[config.mk]
export PLATFORM = sky130hd
export DESIGN_NAME = uart_tx_prescaled
export DESIGN_NICKNAME = d
export VERILOG_FILES = /design/src/rtl/uart_tx_prescaled.sv
export SDC_FILE = /design/constraint.sdc
export NUM_CORES = 1
export LEC_CHECK = 0
export CAP_MARGIN = 10
export CORE_ASPECT_RATIO = 1.1
export CORE_UTILIZATION = 45
export DETAILED_ROUTE_END_ITERATION = 8
export PLACE_DENSITY = 0.76
export SLEW_MARGIN = 5
export SYNTH_ARGS = -nofsm -noshare
export SYNTH_HDL_FRONTEND = slang
export SYNTH_SLANG_ARGS = --single-unit
[constraint.sdc]
create_clock -name clk -period 3.5 [get_ports clk]
set_input_delay 1.05 -clock clk [delete_from_list [all_inputs] [get_ports clk]]
set_output_delay 1.05 -clock clk [all_outputs]
set_load 0.05 [all_outputs]
[src/rtl/uart_tx_prescaled.sv]
// UART transmitter: start, LSB-first data, optional parity, one stop bit.
// Ports: clk, rst (async low), Prescale, P_DATA, Data_Valid, PAR_EN, PAR_TYP -> TX_OUT, busy.
module uart_tx_prescaled #(
  parameter int DATA_WIDTH = 8
) (
  input  logic                  clk,
  input  logic                  rst,
  input  logic [5:0]            Prescale,
  input  logic [DATA_WIDTH-1:0] P_DATA,
  input  logic                  Data_Valid,
  input  logic                  PAR_EN,
  input  logic                  PAR_TYP,
  output logic                  TX_OUT,
  output logic                  busy
);

  localparam int BW = (DATA_WIDTH > 1) ? $clog2(DATA_WIDTH) : 1;
  localparam logic [BW-1:0] LAST = BW'(DATA_WIDTH - 1);

  typedef enum logic [2:0] {
    S_IDLE,
    S_START,
    S_DATA,
    S_PARITY,
    S_STOP
  } state_t;

  state_t                r_state;
  logic [5:0]            r_edge;
  logic [BW-1:0]         r_bit;
  logic [DATA_WIDTH-1:0] r_data;
  logic                  r_par_en;
  logic                  r_par;
  logic [5:0]            r_p;
  logic                  r_tx;
  logic                  r_busy;

  state_t                w_state;
  logic [5:0]            w_edge;
  logic [BW-1:0]         w_bit;
  logic [5:0]            w_p_eff;
  logic                  w_wrap;
  logic                  w_accept;
  logic                  w_tx;
  logic                  w_busy;

  always_comb begin
    unique case (Prescale)
      6'd8:    w_p_eff = 6'd8;
      6'd32:   w_p_eff = 6'd32;
      default: w_p_eff = 6'd16;
    endcase
  end

  assign w_wrap = (r_edge == (r_p - 6'd1));

  always_comb begin
    w_state  = r_state;
    w_edge   = w_wrap ? 6'd0 : (r_edge + 6'd1);
    w_bit    = r_bit;
    w_accept = 1'b0;
    unique case (r_state)
      S_IDLE: begin
        w_edge = 6'd0;
        w_bit  = '0;
        if (Data_Valid) begin
          w_accept = 1'b1;
          w_state  = S_START;
        end
      end
      S_START: begin
        if (w_wrap) w_state = S_DATA;
      end
      S_DATA: begin
        if (w_wrap) begin
          if (r_bit == LAST) begin
            w_bit   = '0;
            w_state = r_par_en ? S_PARITY : S_STOP;
          end else begin
            w_bit = r_bit + 1'b1;
          end
        end
      end
      S_PARITY: begin
        if (w_wrap) w_state = S_STOP;
      end
      S_STOP: begin
        if (w_wrap) w_state = S_IDLE;
      end
      default: begin
        w_state = S_IDLE;
        w_edge  = 6'd0;
        w_bit   = '0;
      end
    endcase
  end

  // Line level is decoded from the next state so TX_OUT stays registered.
  always_comb begin
    w_tx   = 1'b1;
    w_busy = (w_state != S_IDLE);
    unique case (w_state)
      S_START:  w_tx = 1'b0;
      S_DATA:   w_tx = r_data[w_bit];
      S_PARITY: w_tx = r_par;
      default:  w_tx = 1'b1;
    endcase
  end

  always_ff @(posedge clk or negedge rst) begin
    if (!rst) begin
      r_state  <= S_IDLE;
      r_edge   <= 6'd0;
      r_bit    <= '0;
      r_data   <= '0;
      r_par_en <= 1'b0;
      r_par    <= 1'b0;
      r_p      <= 6'd0;
      r_tx     <= 1'b1;
      r_busy   <= 1'b0;
    end else begin
      r_state <= w_state;
      r_edge  <= w_edge;
      r_bit   <= w_bit;
      r_tx    <= w_tx;
      r_busy  <= w_busy;
      if (w_accept) begin
        r_data   <= P_DATA;
        r_par_en <= PAR_EN;
        r_par    <= (^P_DATA) ^ PAR_TYP;
        r_p      <= w_p_eff;
      end
    end
  end

  assign TX_OUT = r_tx;
  assign busy   = r_busy;

endmodule

# Word level (Yosys, flattened, before mapping)

Cells that the tools add are included.

Order comparisons: 1
Mux-type cells: 19
Eq/ne operators: 11
Reductions and logical operators: 5
Add/sub/neg operators: 3
Bitwise operators: 1

Operators with widths:

| kind                                                | count |
|---|---|
| two-way mux 3 bit                                   | 9 |
| case mux 3 bit (5 select lines)                     | 1 |
| == test 3 x 2 -> 1 bit (second input constant)      | 4 |
| two-way mux 6 bit                                   | 2 |
| case mux 6 bit (2 select lines)                     | 1 |
| XOR reduction 8 bit                                 | 1 |
| adder 6 x 1 -> 6 bit (second input constant)        | 1 |
| == test 3 x 1 -> 1 bit (second input constant)      | 2 |
| == test 3 bit (second input constant)               | 2 |
| == test 6 x 4 -> 1 bit (second input constant)      | 1 |
| == test 6 bit                                       | 1 |
| == test 6 bit (second input constant)               | 1 |
| case mux 3 bit (2 select lines)                     | 1 |
| subtractor 6 x 1 -> 6 bit (second input constant)   | 1 |
| < comparator 3 x 4 -> 1 bit (second input constant) | 1 |
| OR reduction 4 bit                                  | 1 |
| adder 3 x 1 -> 3 bit (second input constant)        | 1 |
| binary-select mux 1 bit (select 3 bit)              | 1 |
| zero test 3 bit                                     | 1 |
| two-way mux 1 bit                                   | 3 |
| case mux 1 bit (3 select lines)                     | 1 |
| nonzero test 3 bit                                  | 1 |
| OR reduction 3 bit                                  | 1 |
| XOR 1 bit                                           | 1 |

Logic and storage cells: 49
Bits of input ports: 19
Register bits after elaboration: 30

# Depth between registers and ports, before layout

Gate-level depths: netlist of the first run.

Word-level depth: 7
Gate-level depth with buffers: 10

# Least setup slack after synthesis of the first run

OpenSTA, ideal clock, no wires.

Kind: input to register
Start point: in Data_Valid
End point: reg r_data[4]
Stages on the path: 4
Setup slack: 1.269 ns
Buffers on the path: 1
Data required time: 3.375 ns
Data arrival time: 2.106 ns
Setup time: 0.125 ns
Cells stage by stage: nand2_1 -> nor3_2 -> clkbuf_1 -> mux2_2

Cells in the longest elaborated chain, start to end: 2

RTL lines:

| element              | line | text |
|---|---|---|
| from (decl)          | 10   | `input logic Data_Valid,` |
| two-way mux 1 bit    | 66   | `if (Data_Valid) begin` |
| two-way mux 1 bit    | 62   | `unique case (r_state)` |
| to (signal assigned) | 115  | `r_data <= '0;` |
| to (signal assigned) | 128  | `r_data <= P_DATA;` |
| to (decl)            | 31   | `logic [DATA_WIDTH-1:0] r_data;` |

Every way passes these cells.
A chain may end at the register's enable or synchronous reset.

# Worst setup path after layout of the first run

Start point: reg r_tx (netlist: TX_OUT)
End point: out TX_OUT

RTL lines:

| element                | line | text |
|---|---|---|
| from (decl)            | 35   | `logic r_tx;` |
| from (signal assigned) | 125  | `r_tx <= w_tx;` |
| to (decl)              | 13   | `output logic TX_OUT,` |

No word-level cell between the ends.

==> run summary, run 1 <==
# H-tree levels = 1
power per cell area = 676 nW/µm²
dominant cell by count in the synthesized netlist = dfrtp_1
Die H = 62 µm
Place WS = 991 ps
Placer Congestion = 0.843
dpl hpwl = 2120 µm
worst path required time = 2450 ps
layout cells sized above 1 = 0.117
io pins = 21
max capacitance violation total = 0
M3 GR Usage = 0.0207
cell total after placement = 192
worst-path cell chain = clkdlybuf4s50_1
Area contributors post-synth = dfrtp_1 (44%), mux2_2 (6.9%), xnor2_1 (4.8%), xor2_1 (4.8%), ha_1 (3.4%)
Worst path slowest cell = clkdlybuf4s50_1
Post-CTS Resized = 0
minimum clock period = 2700 ps
initial antenna violation count = 0
pin count of the biggest net entering global routing = 19
Rel. slew slack = 0.481
# setup viols final = 0
Final Skew = 10.1 ps
RSZ-0062 raised after global routing = false
post-route DRC violation count = 0
Cells after Synth = 140
fraction of registers with async set/reset = 1.00
GR peak layer = met2
gr usage total = 0.162
clock sink count = 27
CP Launch Type = flop
max incr delay on CP = 790 ps
final hold violation count = 0
final period utilization = 0.772
total congestion overflow = 0
Synth top area share = 0.442
hold crit path type = reg -> reg
syn avg cell area = 10.5 µm²
first-pass iteration count of the detailed router = 4
Core Footprint = 3070 µm²
synthesized net count = 163
Placed Area = 1710 µm²
antenna viol nets, final = 0
# hold bufs at CTS = 0
peak supply drop = 0.432 mV
outcome = complete, no violations
Post-synth top flop = dfrtp_1
Post-synth EDFFs = 0
leakage power total = 0.741 nW
Die X = 56.5 µm
GR Util met1 = 0.179
YS warnings = 0
via count = 1086
Final Cell Area = 1740 µm²
WP data arrival = 1650 ps
first-pass GRT wire length = 4380 µm
Starting Density = 0.479
clock-pin transition on the worst setup and hold timing paths = 130 ps
leading area contributor after synthesis = dfrtp_1
Via-to-Cell Ratio = 5.54
post-synthesis sequential area ratio = 0.460
Peak Freq = 0.370 GHz
total negative slack = 0 ps
post-CTS setup buffers = 0
Num CTS Buffers = 3
Synth top cells by count = dfrtp_1 (26), nor2_1 (11), inv_1 (10)
Max Slew Vio Count = 0
WL/cell = 13.6 µm
Crit path buffers/inverters = 1
Area Overhead vs Synth = 17.8%
Net count, final = 186
Crit Path Category = reg -> out
Yosys reg bits = 27
setup ws final = 799 ps
port buffer count = 20
n_diodes = 0
final WL = 2670 µm
Slew @ Worst Pin = 777 ps
vias in the first global route = 1062
Skew-Pair Late Insertion Delay = 330 ps
met2 Usage GRT = 0.313
crit-path max FO = 1
CP top delay family = buffers and inverters
initial DRC count = 17
Non-Filler Instances = 196
CTS tree = built
Mapped Area = 1470 µm²
die area = 3510 µm²
Longest Clk Path Bufs = 2
FP Rows = 21
Root Driver = clkbuf_4
synth unique cells = 40
Worst Setup End Kind = primary output
-- path summary, 6_finish.rpt --
kind,endpoint,cells past startpoint,slack (ps),startpoint
setup / recovery,TX_OUT,1,800,TX_OUT
hold / removal,r_edge[0],1,470,r_edge[0]
setup reg to reg,TX_OUT,9,1110,r_p[3]
hold reg to reg,r_edge[0],1,470,r_edge[0]
max in group asynchronous,r_data[0],2,1700,rst
min in group asynchronous,r_edge[4],1,1150,rst
-- sequential cells by signal (all words and copies together), names as in the netlist --
| register | flops |
|---|---|
| r_p | 3 |
| r_bit | 3 |
| TX_OUT | 1 |
| r_data | 8 |
| r_edge | 6 |
| r_par | 1 |
| r_state | 3 |
| r_par_en | 1 |
| busy | 1 |
-- cells in the final DEF (no fill, tap or decap), types with 3 or more instances in the layout --
cell             netlist  routed
o21ai_0                6       6
inv_1                 10      10
and2_1                 4       4
nand2_1                9       9
clkdlybuf4s50_1        0      20
ha_1                   4       4
xnor2_1                8       8
clkbuf_4               0       3
mux2_2                 9       9
nor2_1                11      11
xor2_1                 8       8
nand3_1                5       5
dfrtp_1               26      26
a31oi_1                3       3
mux2i_1                4       4
-- layer usage --
layer  vias to the layer above  part of all wire
met2                        15              0.53
met4                         0             0.016
li1                        536                 -
met1                       529              0.42
met5                         -                 0
met3                         6             0.026
-- worst register-to-register path, stage by stage (launching register included) --
cell,delay [ps]
dfrtp_1,380
inv_1,70
ha_1,300
xor2_1,240
a41oi_1,190
o311ai_0,440
a21boi_0,160
a211o_1,290
a31oi_1,160
o2bb2ai_1,90
-- power by group --
group / internal [mW] / total, mW / switching (mW)
registers: 0.444 / 0.547 / 0.104
clock network: 0.0429 / 0.134 / 0.0914
logic: 0.243 / 0.492 / 0.249
total: 0.729 / 1.17 / 0.444
-- final cells by class --
class / count / area, µm²
fill: 284 / 1340
multi-input combinational: 99 / 736
sequential: 27 / 677
timing repair buffer: 22 / 215
tap: 34 / 42.5
inverter: 10 / 37.5
clock buffer: 3 / 22.5
clock inverter: 1 / 5.00
-- cells by family (layout without fill, tap and decap cells) --
group,after synthesis,count (layout),synth area share
AND/OR/NAND/NOR,41,41,0.145
flip-flops,27,27,0.460
XOR/XNOR,17,17,0.110
AO/OA/AOI/OAI,24,24,0.114
buffers and inverters,14,36,0.0408
adder cells (fa/ha/maj),4,4,0.0340
multiplexers,13,13,0.0960
-- through the flow --
step                      utilization  total power, mW  hold slack [ps]
after floorplan                     -            0.911              433
after global routing            0.565             1.26              494
final                           0.565             1.17              472
after detailed placement        0.556             1.05              458
after CTS                       0.565             1.19              477
after global placement          0.556             1.02              444
Power figures use the tool's default switching activity.
==> run 2, diff against run 1 <==
==> constraint.sdc (replaced) <==
create_clock -name clk -period 2.5 [get_ports clk]
set_input_delay 0.75 -clock clk [delete_from_list [all_inputs] [get_ports clk]]
set_output_delay 0.75 -clock clk [all_outputs]
set_load 0.05 [all_outputs]
==> run 2 against run 1 <==
Compared with the run above: critical path depth unchanged; first-iteration DRC count is 65% higher; worst hold slack better by 1.7 ps; power grew 40%; sequential cell count unchanged; sequential power is 41% higher; cell area hardly changed; critical path type unchanged.
==> run summary, run 2 (synthesis results as in run 1) <==
max capacitance violation total = 0
antenna viol nets, final = 0
Largest regs = r_data x8, r_edge x6
pin count of the biggest net entering global routing = 28
crit-path max FO = 1
Crit Path Category = reg -> out
outcome = complete, no violations
Register Area = 677 µm²
CP top delay family = buffers and inverters
Final Skew = 12.5 ps
combinational power share = 0.413
port buffer count = 20
initial antenna violation count = 0
Peak Freq = 0.412 GHz
Max Slew Vio Count = 0
clock sink count = 27
Longest Clk Path Bufs = 2
Clock Power Share = 0.119
CP Launch Type = flop
Worst path slowest cell = clkdlybuf4s50_1
Worst Setup End Kind = primary output
Skew-Pair Late Insertion Delay = 340 ps
RSZ-0062 raised after global routing = false
leakage power total = 0.738 nW
CTS tree = built
Pint = 1.02 mW
Num CTS Buffers = 3
Slew @ Worst Pin = 495 ps
Area Overhead vs Synth = 17.8%
first-pass iteration count of the detailed router = 4
minimum clock period = 2430 ps
final WL = 2730 µm
# H-tree levels = 1
worst path required time = 1750 ps
Reg with most FFs = r_data
worst-path cell chain = clkdlybuf4s50_1
clock-pin transition on the worst setup and hold timing paths = 140 ps
Via-to-Cell Ratio = 5.53
final period utilization = 0.971
Sw Share = 0.379
peak supply drop = 0.521 mV
Die H = 62 µm
Net count, final = 186
Root Driver = clkbuf_4
gr usage total = 0.165
first-pass GRT wire length = 4310 µm
Reg power frac = 0.468
fillers = 271
hold crit path type = reg -> reg
FP Rows = 21
dpl hpwl = 2090 µm
final hold violation count = 0
Die X = 56.5 µm
power per cell area = 950 nW/µm²
die area = 3510 µm²
Crit path buffers/inverters = 1
# setup viols final = 0
Core Footprint = 3070 µm²
vias in the first global route = 984
NetSw = 624 µW
WL/cell = 13.9 µm
via count = 1083
total congestion overflow = 0
total negative slack = 0 ps
WP data arrival = 1680 ps
layout cells sized above 1 = 0.111
n_diodes = 0
Largest register FFs = 8
Rel. slew slack = 0.669
Starting Density = 0.479
io pins = 21
post-route DRC violation count = 0
most common cell after layout, fill and taps aside = dfrtp_1
Placer Congestion = 0.881
most frequent cells in the layout = dfrtp_1 (26), clkdlybuf4s50_1 (20), nor2_1 (11)
Hold WS = 474 ps
max incr delay on CP = 790 ps
initial DRC count = 28
area of the multi-input gates = 736 µm²
run 2: final cells by class:
cell class / count / share of cell area
Inverter: 10 / 0.0216
Timing Repair Buffer: 22 / 0.124
Tap cell: 34 / 0.0245
Clock buffer: 4 / 0.0152
Sequential cell: 27 / 0.390
Multi-Input combinational cell: 99 / 0.424
run 2: through the flow:
stage          power (mW)  setup slack, ps  instances  cell area, µm²  utilization
2_1_floorplan        1.28              427        140            1470            -
3_3_place_gp         1.43              302        192            1710        0.556
3_5_place_dp         1.47              229        192            1710        0.556
4_1_cts              1.66             53.1        196            1730        0.564
5_1_grt              1.76             37.3        196            1730        0.564
6_report             1.65             73.2        196            1730        0.564
run 2: metal layers:
metal	vias up	track usage	routed length, µm
met4	0	0.101	51
li1	537	-	-
met1	521	0.199	1160
met5	-	0	0
met2	20	0.287	1430
met3	5	0.0207	85
run 2: repair_timing:
action | CTS | global route
resized for setup | 0 | 1
hold buffers | 0 | 0
endpoints found under the hold margin | 0 | 0
endpoints found under the setup margin | 0 | 1
buffers inserted | 0 | 0
run 2: power by group through the flow:
stage                     Clock [mW]  Combinational, mW  Sequential (mW)
after detailed placement           0              0.682            0.785
after global placement             0              0.659            0.773
after CTS                      0.200              0.688            0.774
final                          0.196              0.680            0.771
after global routing           0.214              0.752            0.791
after floorplan                    0              0.519            0.757
run 2: worst paths after layout:
path                            from  depth (start not counted)         to  slack [ps]
setup / recovery              TX_OUT                          1     TX_OUT          70
hold / removal             r_edge[0]                          1  r_edge[0]         470
setup reg to reg              r_p[3]                          9     TX_OUT         300
hold reg to reg            r_edge[0]                          1  r_edge[0]         470
max in group asynchronous        rst                          2     TX_OUT        1430
min in group asynchronous        rst                          2  r_edge[4]         760
==> run 3, diff against run 2 <==
--- a/config.mk
+++ b/config.mk
@@ -5,7 +5,6 @@
 export SDC_FILE = /design/constraint.sdc
 export NUM_CORES = 1
 export LEC_CHECK = 0
-export CAP_MARGIN = 10
 export CORE_ASPECT_RATIO = 1.1
 export CORE_UTILIZATION = 45
 export DETAILED_ROUTE_END_ITERATION = 8
==> results of run 3 <==
Final layout, timing and power as in run 2 (identical DEF).
